`config.mk`:
```
export PLATFORM = sky130hd
export DESIGN_NAME = crc16_par_check
export DESIGN_NICKNAME = d
export VERILOG_FILES = /design/src/rtl/crc16_par_check.sv
export SDC_FILE = /design/constraint.sdc
export NUM_CORES = 1
export LEC_CHECK = 0
export BUFFER_PORTS_ARGS = -buffer_cell sky130_fd_sc_hd__buf_2
export CORE_ASPECT_RATIO = 0.5
export CORE_MARGIN = 1.5
export CORE_UTILIZATION = 40
export DETAILED_ROUTE_END_ITERATION = 12
export PLACE_DENSITY = 0.57
export SYNTH_ARGS = -nofsm -noshare
export SYNTH_HDL_FRONTEND = slang
export SYNTH_SLANG_ARGS = --single-unit
```
`constraint.sdc`:
```
create_clock -name clk -period 3.9 [get_ports clk]
set_input_delay 0.585 -clock clk [delete_from_list [all_inputs] [get_ports clk]]
set_output_delay 0.585 -clock clk [all_outputs]
set_load 0.03 [all_outputs]
```
`src/rtl/crc16_par_check.sv`:
```
// Receive-side CRC-16 checker: strips the 2 trailing CRC bytes, forwards payload, reports status.
// Latency: payload byte n appears 1 cycle after byte n+2 is accepted; status is valid 1 cycle after the last byte.
// Backpressure: din_ready drops for the single status (DONE) cycle only; no downstream backpressure on dout.
module crc16_par_check #(
  parameter logic [15:0] POLY  = 16'h8005,
  parameter logic [15:0] INIT  = 16'h0000,
  parameter int          CNT_W = 16
) (
  input  logic             clk,
  input  logic             rst,
  input  logic [7:0]       din,
  input  logic             din_valid,
  input  logic             din_last,
  output logic             din_ready,
  output logic [7:0]       dout,
  output logic             dout_valid,
  output logic             done,
  output logic             crc_ok,
  output logic             crc_err,
  output logic             len_err,
  output logic [CNT_W-1:0] frame_len
);

  typedef enum logic [1:0] {
    IDLE = 2'd0,
    RECV = 2'd1,
    DONE = 2'd2
  } state_t;

  localparam logic [CNT_W-1:0] CNT_ONE   = CNT_W'(1);
  localparam logic [CNT_W-1:0] CNT_TWO   = CNT_W'(2);
  localparam logic [CNT_W-1:0] CNT_THREE = CNT_W'(3);
  localparam logic [CNT_W-1:0] CNT_MAX   = '1;

  state_t           state;
  state_t           state_nxt;
  logic [15:0]      crc_reg;
  logic [15:0]      crc_base;
  logic [15:0]      crc_nxt;
  logic [CNT_W-1:0] count;
  logic [CNT_W-1:0] count_nxt;
  logic [7:0]       hold_new;
  logic [7:0]       hold_old;
  logic             accept;
  logic             first_byte;
  logic             fwd;
  logic             short_frame;

  // Eight MSB-first serial LFSR steps unrolled into one combinational stage.
  function automatic logic [15:0] next_crc(input logic [15:0] c, input logic [7:0] d);
    logic [15:0] r;
    logic        fb;
    r = c;
    for (int i = 7; i >= 0; i--) begin
      fb = r[15] ^ d[i];
      r  = {r[14:0], 1'b0};
      if (fb) begin
        r = r ^ POLY;
      end
    end
    return r;
  endfunction

  assign accept     = din_valid && din_ready;
  assign first_byte = (state == IDLE);

  // The first byte of a frame starts from INIT regardless of the leftover register value.
  assign crc_base   = first_byte ? INIT : crc_reg;
  assign crc_nxt    = next_crc(crc_base, din);

  // Byte count including the byte being accepted now; saturates instead of wrapping.
  assign count_nxt  = first_byte ? CNT_ONE :
                      ((count == CNT_MAX) ? count : count + CNT_ONE);

  // Once two bytes are held, every further byte pushes the oldest one out as payload.
  // Bytes still held when the frame ends are the CRC and are simply dropped.
  assign fwd        = accept && (state == RECV) && (count >= CNT_TWO);

  assign short_frame = (count_nxt < CNT_THREE);

  // State register.
  always_ff @(posedge clk or negedge rst) begin
    if (!rst) begin
      state <= IDLE;
    end else begin
      state <= state_nxt;
    end
  end

  // Next-state logic: DONE lasts exactly one cycle.
  always_comb begin
    state_nxt = state;
    case (state)
      IDLE: begin
        if (accept) begin
          state_nxt = din_last ? DONE : RECV;
        end
      end
      RECV: begin
        if (accept && din_last) begin
          state_nxt = DONE;
        end
      end
      DONE: begin
        state_nxt = IDLE;
      end
      default: begin
        state_nxt = IDLE;
      end
    endcase
  end

  // Output decode: input is refused only while status is being presented.
  always_comb begin
    din_ready = (state != DONE);
  end

  // CRC accumulator and byte counter advance on every accepted byte.
  always_ff @(posedge clk or negedge rst) begin
    if (!rst) begin
      crc_reg <= INIT;
      count   <= '0;
    end else if (accept) begin
      crc_reg <= crc_nxt;
      count   <= count_nxt;
    end
  end

  // Two-deep delay line holding the most recent accepted bytes.
  always_ff @(posedge clk or negedge rst) begin
    if (!rst) begin
      hold_new <= 8'h00;
      hold_old <= 8'h00;
    end else if (accept) begin
      hold_old <= hold_new;
      hold_new <= din;
    end
  end

  // Payload output: dout keeps its last value between pulses.
  always_ff @(posedge clk or negedge rst) begin
    if (!rst) begin
      dout       <= 8'h00;
      dout_valid <= 1'b0;
    end else begin
      dout_valid <= fwd;
      if (fwd) begin
        dout <= hold_old;
      end
    end
  end

  // End-of-frame status; verdict flags are sticky until the next frame's first byte.
  always_ff @(posedge clk or negedge rst) begin
    if (!rst) begin
      done      <= 1'b0;
      crc_ok    <= 1'b0;
      crc_err   <= 1'b0;
      len_err   <= 1'b0;
      frame_len <= '0;
    end else if (accept && din_last) begin
      done      <= 1'b1;
      frame_len <= count_nxt;
      len_err   <= short_frame;
      crc_ok    <= !short_frame && (crc_nxt == 16'h0000);
      crc_err   <= !short_frame && (crc_nxt != 16'h0000);
    end else begin
      done <= 1'b0;
      if (accept && first_byte) begin
        crc_ok  <= 1'b0;
        crc_err <= 1'b0;
        len_err <= 1'b0;
      end
    end
  end

endmodule

```
Word-level counts from Yosys, hierarchy flattened
Index checks and enable logic that the tools add are counted.
Widths: inputs -> output; s select.
{"block": "op_classes", "add_sub_neg": 1, "multipliers": 0, "n_div": 0, "n_lt_le_gt_ge": 2, "eq_ne": 5, "shift": 0, "n_mux": 20, "n_bitwise": 16, "n_reduce_logical": 13}
{"cell": "$mux 16", "n": 11}
{"cell": "$not 3->3", "n": 8}
{"cell": "$add 16x1->16 const B", "n": 1}
{"cell": "$eq 16x16->1 const B", "n": 1}
{"cell": "$ge 16x2->1 const B", "n": 1}
{"cell": "$logic_not 16->1", "n": 1}
{"cell": "$lt 16x2->1 const B", "n": 1}
{"cell": "$reduce_bool 16->1", "n": 1}
{"cell": "$xor 1x1->1", "n": 8}
{"cell": "$logic_and 1x1->1", "n": 7}
{"cell": "$mux 2", "n": 3}
{"cell": "$mux 1", "n": 5}
{"cell": "$ne 2x2->1 const B", "n": 2}
{"cell": "$pmux 2 s2", "n": 1}
{"cell": "$eq 2x1->1 const B", "n": 1}
{"cell": "$logic_not 2->1", "n": 1}
{"cell": "$ne 2x1->1 const B", "n": 1}
{"cell": "$reduce_and 2->1", "n": 1}
{"cell": "$reduce_bool 2->1", "n": 1}
{"cell": "$logic_not 1->1", "n": 1}
{"block": "word_totals", "reg_bits": 79, "latch_bits": 0, "mem_bits_rw": 0, "rom_bits": 0, "output_inout_bits": 30, "wordCells": 69, "memories": 0}

Depth between registers and ports, before layout
Gate-level depths: netlist of the first run.
{"block": "logic_depth", "ltp_word": 21, "depth_mapped": 9, "ltp_nobuf": 8}

Worst setup path after synthesis of the first run
Ideal clock, no wire load.
{"block": "synth_timing", "path_type": "reg2reg", "startpoint": "register count[1]", "endpoint": "register crc_ok", "setup_time_ns": 0.134, "arrival_time_ns": 2.095, "required_ns": 3.766, "path_slack_ns": 1.671, "path_stages_with_launch": 9, "n_path_buf": 0, "cell_sequence": "dfrtp_1 > ha_1 > nand4_4 > nor4_4 > nor3_1 > xnor2_1 > a41oi_1 > nor4_4 > o21ai_0"}
{"block": "synth_between", "elab_chain_len": 7, "elab_cells_between_ends": 8, "classes_between": "1 x add/sub; 1 x order compare; 1 x eq/ne; 3 x mux; 2 x reduce/logical"}
{"item": "from (decl)", "line": "40", "rtl": "logic [CNT_W-1:0] count;"}
{"item": "from (signal assigned)", "line": "125", "rtl": "count <= count_nxt;"}
{"item": "$add 16x1->16 or $eq 16x16->1 (tied branches)", "line": "73", "rtl": "((count == CNT_MAX) ? count : count + CNT_ONE);"}
{"item": "$mux 16 (*)", "line": "73"}
{"item": "$mux 16 (*)", "line": "72", "rtl": "assign count_nxt = first_byte ? CNT_ONE :"}
{"item": "$lt 16x2->1 (*)", "line": "79", "rtl": "assign short_frame = (count_nxt < CNT_THREE);"}
{"item": "$logic_not 1->1 (*)", "line": "165", "rtl": "crc_ok <= !short_frame && (crc_nxt == 16'h0000);"}
{"item": "$logic_and 1x1->1 (*)", "line": "165"}
{"item": "$mux 1 (*)", "line": "161", "rtl": "end else if (accept && din_last) begin"}
{"item": "to (signal assigned)", "line": "165"}
{"item": "to (decl)", "line": "18", "rtl": "output logic crc_ok,"}
Mark *: on every way between the ends. The rest lies on a longest branch, timed or not.
A chain may end at the register's enable or synchronous reset.

Worst setup path after layout of the first run
Ends and elaborated chain as after synthesis.

==> out/results.ini, run 1 <==
[clock_tree]
cts_inserted_buffers = 9
post_cts_resized = 0
cts.clk_slew.worst_paths_ns = 0.06
htree_levels = 3
cts-root-buf = clkbuf_16
cts.sinks = 79
cts_buffer_depth = 2
postCtsHoldBufs = 0
clk_latency_ns = 0.34
cts_tree = built
postCtsSetupRepairBufs = 0

[synth]
synth.net_count = 466
synth_seq_cells = 79
syn_inst = 452
synth_ff_type = dfrtp_1
async_reset_ff_share_pct = 100.0
synth_cell_types = 61
synth_edf_count = 0
netlist_area_um2 = 4040
yosysWarnings = 0
ys_seq_area_share_pct = 48.93
syn_area_per_cell_um2 = 8.938

[finish]
n_antenna_cell = 0
final_nets = 494
nFillCells = 989
fin_cells = 620
layout_common_cells = nand2_1 (163), dfrtp_1 (79), buf_2 (40)
drive_above_1_share_pct = 15.26
syn_to_final_growth_pct = 14.31
final_common_cell = nand2_1

[sta]
tightestPinTransition_ns = 1.008
skew_ns = 0.008157
finalMaxSlewViolations = 0
hold_viol = 0
min_period_ns = 2.693
whs_ns = 0.4050
period_share_pct = 69.04
setup_tns_ns = 0
final-setup-viol-count = 0
clock.fmax_mhz = 371.4
rsz0062_at_grt = false
fin_ws_ns = 1.207
slew_headroom_pct = 32.77

[power]
swShare_pct = 35.62
p_clk_share_pct = 30.4
p_switching_mw = 1.009
power.leakage_nw = 2.184
ir_worst_vdd_mv = 0.2324
p_int_mw = 1.825
power_density_nw_per_um2 = 613.7
p_comb_share_pct = 30.0
pwr-share-seq_pct = 39.5

[place]
dp.cells = 604
dp_hpwl_um = 6468
gp_congestion = 0.8904
portBuffers = 41
pre_cts_slack_ns = 1.187

[critical_path]
worstSetupPathType = register to register
critPathMaxFanout = 9
worst_setup_path_end_kind = register
slowest_stage = nor4_4
cp-start-kind = register
max_stage_delay_ns = 0.54
crit_arrival_ns = 2.90
path_cells = ha_1, nand4_4, nor4_4, nor3_1, o21ai_0, nand3b_1, nor4_4, o21ai_0
cp.required_ns = 4.11

[routing]
wl_per_cell_um = 14.97
first_pass_iters = 4
drt_iter0_drc = 189
drc_errors = 0
num_vias = 3137
finalWirelength_um = 9280
ant_nets = 0
vias_per_cell = 5.060

[floorplanning]
dieArea_um2 = 10750
die_h_um = 74.07
io_pins = 42
rows = 25
coreArea_um2 = 9634
die_w_um = 145.1
start_util_pct = 41.94

[run]
cap_violations = 0

[run_status]
outcome = completed

[grt]
grt_overflow_total = 0
antenna_found_initial = 0
track_usage_pct = 18.95
grt_max_degree = 80
grt_pass1_wl_um = 15700
grt_pass1_vias = 2914

[hold_path]
hp-class = input port to async pin

-- metal layers --
metal	up-vias	track usage (%)	share of wire (%)
li1	1586	-	-
met5	-	0	0
met3	6	4.601	4.1
met4	0	5.442	0.82
met1	1476	27.37	51
met2	69	28.60	44
-- path summary, 6_finish.rpt --
| path | start | endpoint | slack (ns) | cells after the start |
|---|---|---|---|---|
| setup / recovery | count[1] | crc_ok | 1.21 | 8 |
| hold / removal | rst | state[0] | 0.40 | 1 |
| setup reg to reg | count[1] | crc_ok | 1.21 | 8 |
| hold reg to reg | hold_new[1] | hold_old[1] | 0.46 | 2 |
| max in group asynchronous | rst | count[7] | 2.83 | 1 |
| min in group clk | din_last | state[0] | 0.44 | 2 |
-- cell families after synthesis --
family	after synthesis	synth area share, %
AND/OR/NAND/NOR	239	27.41
flip-flops	79	48.93
AO/OA/AOI/OAI	65	11.24
XOR/XNOR	36	8.145
buffers and inverters	30	3.406
adder cells (fa/ha/maj)	2	0.6193
multiplexers	1	0.2478
-- through the flow --
step	power, mW	util, %	instance area (µm²)
floorplan	1.773	-	4040
global placement	1.994	44.77	4313
detailed placement	2.000	44.77	4313
CTS	2.872	47.94	4618
global route	3.023	47.94	4618
finish	2.834	47.94	4618
-- worst max-delay path: cells and delay by family, from the launching register on --
family	cells	cell delay, ns
flip-flops	1	0.47
AND/OR/NAND/NOR	5	1.33
adder cells (fa/ha/maj)	1	0.32
AO/OA/AOI/OAI	2	0.44
-- power by group through the flow --
| stage | combinational [mW] | sequential, mW | clock, mW |
|---|---|---|---|
| floorplan | 0.579 | 1.19 | 0 |
| global placement | 0.858 | 1.14 | 0 |
| detailed placement | 0.863 | 1.14 | 0 |
| CTS | 0.867 | 1.12 | 0.883 |
| global route | 0.949 | 1.15 | 0.925 |
| finish | 0.851 | 1.12 | 0.863 |
-- area by class of cell --
type	count	area (µm²)	area share, %
Tap cell	135	168.9	3.658
Clock buffer	9	225.2	4.877
Inverter	3	11.26	0.2438
Multi-Input combinational cell	343	1926	41.70
Clock inverter	7	80.08	1.734
Sequential cell	79	1977	42.81
Timing Repair Buffer	44	230.2	4.985
-- synthesized netlist by cell type, types with 2 or more instances --
library cell / number / area share, %
nand2_1: 163 / 15
dfrtp_1: 79 / 49
o21ai_0: 30 / 3.7
xnor2_1: 26 / 5.6
nor2_1: 18 / 1.7
clkbuf_1: 14 / 1.3
nand3_1: 9 / 1.1
xor2_1: 9 / 2.0
nor3_1: 8 / 0.99
buf_2: 7 / 0.87
a32o_1: 5 / 1.2
nand4_1: 5 / 0.77
nor4_1: 5 / 0.77
a21oi_1: 4 / 0.50
or3_1: 4 / 0.62
a31oi_1: 3 / 0.46
and3_1: 3 / 0.46
and4_1: 3 / 0.65
nand2b_1: 3 / 0.46
o211ai_1: 3 / 0.56
o31ai_1: 3 / 0.56
a211oi_2: 2 / 0.62
a22o_1: 2 / 0.43
buf_1: 2 / 0.19
buf_4: 2 / 0.37
ha_1: 2 / 0.62
inv_1: 2 / 0.19
nand3b_1: 2 / 0.37
nor4_4: 2 / 1.1
Note: power is estimated with default switching activity, not from simulation.
==> run 2: changes to the inputs <==
==> constraint.sdc (replaced) <==
create_clock -name clk -period 2.7 [get_ports clk]
set_input_delay 0.405 -clock clk [delete_from_list [all_inputs] [get_ports clk]]
set_output_delay 0.405 -clock clk [all_outputs]
set_load 0.03 [all_outputs]
==> run 2 against run 1 <==
Non-clock buffer count rose by 10. Clock skew fell by 0.0012 ns. Global-route usage rose by 0.55 points. Clock power rose by 67%. Highest routed layer unchanged. Largest cell class unchanged. Register-to-register slack got worse by 1.0 ns. Wire length rose by 2.9%. Flip-flop and latch count did not move. First-iteration DRC count rose by 12%. Sequential power rose by 44%. Combinational power rose by 48%. Largest power group unchanged. Final cell count rose by 1.6%. Hold slack got worse by 0.38 ns. Critical path type unchanged. Critical endpoint unchanged.
==> out/results.ini, run 2 (synthesis results as in run 1) <==
[floorplanning]
rows = 25  ; unchanged
start_util_pct = 41.94  ; unchanged
die_w_um = 145.1  ; unchanged
dieArea_um2 = 10750  ; unchanged
io_pins = 42  ; unchanged
die_h_um = 74.07  ; unchanged
coreArea_um2 = 9634  ; unchanged

[clock_tree]
postCtsHoldBufs = 0  ; unchanged
postCtsSetupRepairBufs = 0  ; unchanged
post_cts_resized = 0  ; unchanged
cts_buffer_depth = 2  ; unchanged
cts_tree = built  ; unchanged
cts.clk_slew.worst_paths_ns = 0.06  ; about the same
htree_levels = 3  ; unchanged
cts-root-buf = clkbuf_16  ; unchanged
cts_inserted_buffers = 9  ; unchanged
clk_latency_ns = 0.34  ; about the same
cts.sinks = 79  ; unchanged

[routing]
wl_per_cell_um = 15.16  ; was 14.97 µm
drt_iter0_drc = 211  ; was 189
finalWirelength_um = 9552  ; was 9280 µm
drc_errors = 0  ; unchanged
ant_nets = 0  ; unchanged
num_vias = 3152  ; was 3137
vias_per_cell = 5.003  ; was 5.060
first_pass_iters = 4  ; unchanged

[sta]
min_period_ns = 2.540  ; was 2.693 ns
rsz0062_at_grt = false  ; unchanged
period_share_pct = 94.07  ; was 69.04%
hold_viol = 0  ; unchanged
final-setup-viol-count = 0  ; unchanged
tightestPinTransition_ns = 0.5949  ; was 1.008 ns
slew_headroom_pct = 60.34  ; was 32.77%
fin_ws_ns = 0.1600  ; was 1.207 ns
finalMaxSlewViolations = 0  ; unchanged
clock.fmax_mhz = 393.7  ; was 371.4 MHz
skew_ns = 0.006943  ; was 0.008157 ns
setup_tns_ns = 0  ; unchanged

[finish]
drive_above_1_share_pct = 17.17  ; was 15.26%
layout_common_cells = nand2_1 (163), dfrtp_1 (79), buf_2 (40)  ; unchanged
n_antenna_cell = 0  ; unchanged
design_area_um2 = 4758  ; was 4618 µm²
fin_cells = 630  ; was 620
syn_to_final_growth_pct = 17.78  ; was 14.31%
final_common_cell = nand2_1  ; unchanged
final_nets = 504  ; was 494

[place]
placed_cell_area_um2 = 4400  ; was 4313 µm²
portBuffers = 41  ; unchanged
pre_cts_slack_ns = 0.07221  ; was 1.187 ns
gp_congestion = 0.8676  ; was 0.8904
dp_hpwl_um = 6767  ; was 6468 µm
dp.cells = 614  ; was 604

[grt]
track_usage_pct = 19.51  ; was 18.95%
grt_pass1_vias = 3076  ; was 2914
grt_overflow_total = 0  ; unchanged
grt_max_degree = 60  ; was 80
grt_pass1_wl_um = 16280  ; was 15700 µm
antenna_found_initial = 0  ; unchanged

[critical_path]
path_cells = ha_2, nand4_4, nor4_4, buf_4, nor3_1, o21ai_1, nand3b_1, nor4_4, o21ai_0  ; was ha_1, nand4_4, nor4_4, nor3_1, o21ai_0, nand3b_1, nor4_4, o21ai_0
critPathMaxFanout = 8  ; was 9
slowest_stage = dfrtp_1  ; was nor4_4
max_stage_delay_ns = 0.46  ; was 0.54 ns
cpMostUsedCell = nor4_4
cp.required_ns = 2.92  ; was 4.11 ns
crit_buf_inv = 1  ; was 0
cpLargestDelayFamily = simple AND/OR/NAND/NOR gates  ; unchanged
worstSetupPathType = register to register  ; unchanged
worst_setup_path_end_kind = register  ; unchanged
crit_arrival_ns = 2.76  ; was 2.90 ns
cp-start-kind = register  ; unchanged

[run]
cap_violations = 0  ; unchanged

[power]
ir_worst_vdd_mv = 0.3210  ; was 0.2324 mV
p_total_mw = 4.318  ; was 2.834 mW
power_density_nw_per_um2 = 907.5  ; was 613.7 nW/µm²
power.leakage_nw = 2.266  ; was 2.184 nW

[run_status]
outcome = completed  ; unchanged

[hold_path]
hp-class = input port to async pin  ; unchanged

==> run 2: cell count changes in the layout (fill, tap and decap cells not counted), moves of 2 or more <==
cell,change
buf_4,+9
bufinv_16,+2
clkinvlp_4,-2
inv_6,-2
==> run 2: worst paths after layout <==
| check | from | end | slack [ns] | cells past startpoint |
|---|---|---|---|---|
| worst min-delay path | rst | crc_reg[3] | 0.02 | 1 |
| worst min register to register | hold_new[7] | hold_old[7] | 0.47 | 2 |
| worst max-delay path | count[1] | crc_ok | 0.16 | 9 |
| max in group asynchronous | rst | frame_len[5] | 2.07 | 2 |
| worst max register to register | count[1] | crc_ok | 0.16 | 9 |
| min in group clk | din_last | state[0] | 0.26 | 2 |
==> run 2: where the power goes <==
group | total (mW) | internal [mW] | switching, mW
clock network | 1.44 | 0.935 | 0.508
logic | 1.26 | 0.509 | 0.755
registers | 1.61 | 1.41 | 0.197
total | 4.32 | 2.86 | 1.46
==> run 2: final cells by class <==
| class | count | area, µm² |
|---|---|---|
| Timing Repair Buffer | 54 | 317.8 |
| Tap cell | 135 | 168.9 |
| Fill cell | 943 | 4876 |
| Inverter | 3 | 11.26 |
| Sequential cell | 79 | 1977 |
| Clock inverter | 6 | 116.4 |
| Clock buffer | 10 | 239.0 |
| Multi-Input combinational cell | 343 | 1928 |
==> run 2: metrics by stage <==
step | hold WS [ns] | utilization (%)
6_report | 0.02397 | 49.39
5_1_grt | 0.05479 | 49.39
4_1_cts | 0.04037 | 49.36
3_5_place_dp | 0.4012 | 45.68
3_3_place_gp | 0.4044 | 45.68
2_1_floorplan | 0.1094 | -
==> run 2: worst reg2reg max path, cell delays in order, from the launching register on <==
cell and delay [ns]:
dfrtp_1 0.46, ha_2 0.28, nand4_4 0.21, nor4_4 0.36
buf_4 0.20, nor3_1 0.05, o21ai_1 0.21, nand3b_1 0.18
nor4_4 0.33, o21ai_0 0.13
==> run 2: per-layer routing <==
layer	vias to the layer above	global-route usage, %	part of all wire [%]
met5	-	0	0
met4	0	5.102	1.1
met3	10	4.908	4.2
met2	61	30.46	43
met1	1480	27.47	52
li1	1601	-	-
